[src/rtl/uart_rx.sv]
// rtl/uart_rx.sv - UART byte receiver: 8N1 by default, 8E1 when UART_RX_PARITY_EN is defined
// Mid-bit sampling receiver with single-entry valid/ready holding register and error pulses.
module uart_rx #(
    parameter int CLKS_PER_BIT = 1252
) (
    input  logic       clock,
    input  logic       reset,
    input  logic       rx,
    output logic [7:0] rx_data,
    output logic       rx_valid,
    input  logic       rx_ready,
    output logic       frame_err,
    output logic       overrun,
    output logic       parity_err
);

    localparam int CNT_W = $clog2(CLKS_PER_BIT);
    localparam logic [CNT_W-1:0] C_HALF = CNT_W'(CLKS_PER_BIT / 2 - 1);
    localparam logic [CNT_W-1:0] C_FULL = CNT_W'(CLKS_PER_BIT - 1);

    typedef enum logic [2:0] {
        S_IDLE,
        S_START,
        S_DATA,
        S_PARITY,
        S_STOP
    } state_t;

    state_t           r_state;
    state_t           w_state_next;
    logic             r_sync1;
    logic             r_rx_s;
    logic             r_rx_prev;
    logic [CNT_W-1:0] r_cnt;
    logic [2:0]       r_idx;
    logic [7:0]       r_shift;
    logic             r_done;
    logic             r_stop_bit;
    logic [7:0]       r_rx_data;
    logic             r_rx_valid;
    logic             r_frame_err;
    logic             r_overrun;
    logic             w_shift_en;
    logic             w_stop_en;
    logic             w_par_bad;
    logic             w_good;
    logic             w_load;
`ifdef UART_RX_PARITY_EN
    logic             w_par_en;
    logic             r_par_bit;
    logic             r_parity_err;
`endif

    always_ff @(posedge clock) begin
        if (!reset) begin
            r_sync1   <= 1'b1;
            r_rx_s    <= 1'b1;
            r_rx_prev <= 1'b1;
        end else begin
            r_sync1   <= rx;
            r_rx_s    <= r_sync1;
            r_rx_prev <= r_rx_s;
        end
    end

    always_ff @(posedge clock) begin
        if (!reset) begin
            r_state <= S_IDLE;
        end else begin
            r_state <= w_state_next;
        end
    end

    always_comb begin
        w_state_next = r_state;
        w_shift_en   = 1'b0;
        w_stop_en    = 1'b0;
`ifdef UART_RX_PARITY_EN
        w_par_en     = 1'b0;
`endif
        case (r_state)
            S_IDLE: begin
                if (r_rx_prev && !r_rx_s) begin
                    w_state_next = S_START;
                end
            end
            S_START: begin
                // A start bit that is high again at mid-period was only a glitch.
                if (r_cnt == C_HALF) begin
                    w_state_next = r_rx_s ? S_IDLE : S_DATA;
                end
            end
            S_DATA: begin
                if (r_cnt == C_FULL) begin
                    w_shift_en = 1'b1;
                    if (r_idx == 3'd7) begin
`ifdef UART_RX_PARITY_EN
                        w_state_next = S_PARITY;
`else
                        w_state_next = S_STOP;
`endif
                    end
                end
            end
            S_PARITY: begin
`ifdef UART_RX_PARITY_EN
                if (r_cnt == C_FULL) begin
                    w_par_en     = 1'b1;
                    w_state_next = S_STOP;
                end
`else
                w_state_next = S_IDLE;
`endif
            end
            S_STOP: begin
                // Leave at mid stop bit so the next start edge is never missed.
                if (r_cnt == C_FULL) begin
                    w_stop_en    = 1'b1;
                    w_state_next = S_IDLE;
                end
            end
            default: begin
                w_state_next = S_IDLE;
            end
        endcase
    end

    always_ff @(posedge clock) begin
        if (!reset) begin
            r_cnt <= '0;
        end else if (w_state_next != r_state || r_state == S_IDLE) begin
            r_cnt <= '0;
        end else begin
            r_cnt <= r_cnt + 1'b1;
        end
    end

    always_ff @(posedge clock) begin
        if (!reset) begin
            r_idx   <= 3'd0;
            r_shift <= 8'h00;
        end else if (r_state == S_START) begin
            r_idx <= 3'd0;
        end else if (w_shift_en) begin
            r_idx   <= r_idx + 3'd1;
            r_shift <= {r_rx_s, r_shift[7:1]};
        end
    end

    always_ff @(posedge clock) begin
        if (!reset) begin
            r_done     <= 1'b0;
            r_stop_bit <= 1'b1;
        end else begin
            r_done <= w_stop_en;
            if (w_stop_en) begin
                r_stop_bit <= r_rx_s;
            end
        end
    end

`ifdef UART_RX_PARITY_EN
    always_ff @(posedge clock) begin
        if (!reset) begin
            r_par_bit <= 1'b0;
        end else if (w_par_en) begin
            r_par_bit <= r_rx_s;
        end
    end

    // Even parity: data bits and parity bit together must XOR to zero.
    assign w_par_bad = r_par_bit ^ (^r_shift);
`else
    assign w_par_bad = 1'b0;
`endif

    // r_shift is stable from the last data sample until the next frame's data phase.
    assign w_good = r_done & r_stop_bit & ~w_par_bad;
    assign w_load = w_good & (~r_rx_valid | rx_ready);

    always_ff @(posedge clock) begin
        if (!reset) begin
            r_rx_data   <= 8'h00;
            r_rx_valid  <= 1'b0;
            r_frame_err <= 1'b0;
            r_overrun   <= 1'b0;
        end else begin
            r_frame_err <= r_done & ~r_stop_bit;
            r_overrun   <= w_good & r_rx_valid & ~rx_ready;
            if (w_load) begin
                r_rx_data  <= r_shift;
                r_rx_valid <= 1'b1;
            end else if (r_rx_valid && rx_ready) begin
                r_rx_valid <= 1'b0;
            end
        end
    end

`ifdef UART_RX_PARITY_EN
    always_ff @(posedge clock) begin
        if (!reset) begin
            r_parity_err <= 1'b0;
        end else begin
            r_parity_err <= r_done & r_stop_bit & w_par_bad;
        end
    end

    assign parity_err = r_parity_err;
`else
    assign parity_err = 1'b0;
`endif

    assign rx_data   = r_rx_data;
    assign rx_valid  = r_rx_valid;
    assign frame_err = r_frame_err;
    assign overrun   = r_overrun;

endmodule

[config.mk]
export PLATFORM = sky130hd
export DESIGN_NAME = uart_rx
export DESIGN_NICKNAME = d
export VERILOG_FILES = /design/src/rtl/uart_rx.sv
export SDC_FILE = /design/constraint.sdc
export NUM_CORES = 1
export LEC_CHECK = 0
export ABC_AREA = 1
export ABC_CLOCK_PERIOD_IN_PS = 2800
export CORE_AREA = 2 2 87 89
export CTS_CLUSTER_DIAMETER = 60
export DETAILED_ROUTE_END_ITERATION = 8
export DIE_AREA = 0 0 89 91
export HOLD_SLACK_MARGIN = 0.05
export PLACE_DENSITY = 0.51
export SKIP_LAST_GASP = 1
export SYNTH_ARGS = -nofsm -noshare
export SYNTH_HDL_FRONTEND = slang
export SYNTH_SLANG_ARGS = --single-unit
[constraint.sdc]
create_clock -name clock -period 2.8 [get_ports clock]
set_input_delay 0.42 -clock clock [delete_from_list [all_inputs] [get_ports clock]]
set_output_delay 0.42 -clock clock [all_outputs]
set_load 0.01 [all_outputs]
==> flow_summary.yaml <==
global_routing:
  antenna_found_initial: 0
  grt_max_degree: 19
  grt_pass1_wl_um: 5658
  overflow: 0
  gr-usage-all-layers_pct: 8.735
  grt_pass1_vias: 1239
power_and_ir_drop:
  p_seq_share_pct: 52.8
  power.internal_w: 0.0008862
  power.leakage_nw: 0.7543
  clockPowerShare_pct: 44.7
  p_per_area_nw_per_um2: 531.1
  vdd_drop_max_uv: 184.9
  switching_share_pct: 20.33
  combPwrFrac_pct: 2.5
  power.switching_w: 0.0002262
placement:
  dp_hpwl_um: 2271
  gp_congestion: 0.7847
  portBuffers: 14
  dp_slack_ns: 0.7356
  dpl-instance-area_um2: 1974
synth:
  synth-main-ff-cell: "dfxtp_1"
  synth_seq_area_share_pct: 47.06
  ys_types: 29
  synth_edf_count: 0
  ys.warnings.count: 0
  syn-cell-area_um2: 1744
  ys_ff_latch: 41
  synthArstFlopShare_pct: 0
  synth_nets: 220
  netlist_instances: 212
  syn_avg_cell_area_um2: 8.227
clocking:
  cts_made_buffers: 5
  cts_max_level: 2
  cts_max_path_buffers: 2
  cts_sinks: 41
  clk-insertion-delay-late_ns: 0.29
  post-cts-setup-buffers: 0
  ctsHoldBuffers: 0
  clk_pin_slew_ns: 0.08
  cts_tree: "built"
  root_buffer: "clkbuf_8"
  cts_resized: 0
floorplanning:
  die_x_um: 89
  dieArea_um2: 8099
  core_area_um2: 7137
  ios: 16
  num_rows: 31
  die_h_um: 91
  start_util_pct: 24.44
drt:
  firstDrtPassIters: 4
  drc: 0
  drt-wirelength-per-cell_um: 9.483
  wl_um: 3101
  drt-vias-per-instance: 3.969
  drt-initial-drc-count: 91
  routed-via-count: 1298
  detail-route-antenna-nets: 0
finish:
  drive_gt1_share_pct: 19.30
  mostFrequentLayoutCells: "dfxtp_1, nor2_1, nand2_1"
  design_area_um2: 2095
  utilization_pct: 29.35
  layout_commonest_cell: "dfxtp_1"
  fillers: 784
  nets: 235
  area_growth_pct: 20.09
  antenna_cells: 0
timing:
  rsz0062_at_grt: "false"
  tightest_slew_ns: 0.7627
  hold_viol_final: 0
  fmax_mhz: 559.7
  finalCritPeriodShare_pct: 63.81
  finalSetupTns_ns: 0
  holdWs_ns: 0.4176
  final_max_slew_viol_count: 0
  worst_slack_ns: 1.013
  relSlewSlack_pct: 49.16
  setup_viol: 0
  skew_ns: 0.006382
  min_period_ns: 1.787
run_status:
  status: "finished, final reports clean"
min_path:
  holdPathStages: 1
  hold_path.class: "flop to flop"
critical_path:
  ff2ff_path_depth: 9
  required_ns: 3.02
  worstSetupEndpointType: "flop"
  worstPathMaxFanout: 11
  worst_ep_arrival_time_ns: 2.01
  worstSetupPathType: "flop to flop"
  crit_path_start_kind: "flop"
run:
  cap_violations: 0
## state kept, by name (all words and copies together) (netlist names)
name,cells
overrun,1
r_sync1,1
r_rx_s,1
r_rx_prev,1
r_shift,8
rx_valid,1
r_state,3
rx_data,8
r_idx,3
r_done,1
r_stop_bit,1
frame_err,1
r_cnt,11
## routing by layer
layer	GRT usage [%]	up-vias	share of wire, %
met5	0	-	0
met2	12.87	21	43
met4	2.612	0	1.2
li1	-	701	-
met3	2.727	5	4.5
met1	12.17	571	51
## final timing paths
path / from / to / slack [ns]
hold / removal: r_sync1 / r_rx_s / 0.42
setup reg to reg: r_cnt[0] / r_cnt[0] / 1.01
hold reg to reg: r_sync1 / r_rx_s / 0.42
setup / recovery: r_cnt[0] / r_cnt[0] / 1.01
## critical path: stages (launching register included)
cell and delay [ns]:
dfxtp_1 0.40, ha_1 0.26, inv_1 0.07, nor2_2 0.09, nand3_2 0.11, nor2_4 0.14
nand3_2 0.11, nand3_2 0.09, nand3_2 0.29, nor2_1 0.17
## through the flow
step / power, W / cells
2_1_floorplan: 0.0006224 / 212
3_3_place_gp: 0.0006298 / 319
3_5_place_dp: 0.0006298 / 319
4_1_cts: 0.001133 / 327
5_1_grt: 0.001165 / 327
6_report: 0.001112 / 327
## power by group through the flow
stage                     Combinational, W  Clock, W  Sequential, W
after floorplan                  0.0000215         0       0.000601
after global placement           0.0000283         0       0.000602
after detailed placement         0.0000283         0       0.000601
after CTS                        0.0000286  0.000517       0.000588
after global routing             0.0000321  0.000545       0.000588
final                            0.0000278  0.000497       0.000588
## final cells by class
| type | instances | area [µm²] | area share [%] |
|---|---|---|---|
| timing repair buffer | 15 | 147.6 | 7.049 |
| multi-input combinational | 139 | 787.0 | 37.57 |
| clock inverter | 2 | 37.54 | 1.792 |
| sequential | 41 | 820.8 | 39.19 |
| inverter | 25 | 95.09 | 4.540 |
| clock buffer | 6 | 82.58 | 3.943 |
| tap | 99 | 123.9 | 5.914 |
## kinds of logic (layout without fill, tap and decap cells)
| logic type | after synthesis | after routing | synth area share [%] |
|---|---|---|---|
| AO/OA/AOI/OAI | 36 | 36 | 10.40 |
| XOR/XNOR | 9 | 9 | 4.520 |
| adder cells (fa/ha/maj) | 4 | 4 | 2.870 |
| buffers and inverters | 32 | 48 | 7.819 |
| flip-flops | 41 | 41 | 47.06 |
| other | 1 | 1 | 0.2150 |
| AND/OR/NAND/NOR | 89 | 89 | 27.12 |
## cell usage after synthesis (5+ instances only)
cell / number / area, µm²
a21oi_1: 15 / 75.07
dfxtp_1: 41 / 820.8
inv_1: 20 / 75.07
nand2_1: 21 / 78.83
nand3_2: 6 / 60.06
nor2_1: 27 / 101.4
nor2_2: 12 / 75.07
nor3_1: 5 / 25.02
o21ai_0: 14 / 70.07
o21ai_1: 6 / 30.03
xor2_1: 7 / 61.31
No activity file was read; power rests on OpenSTA's default activity.
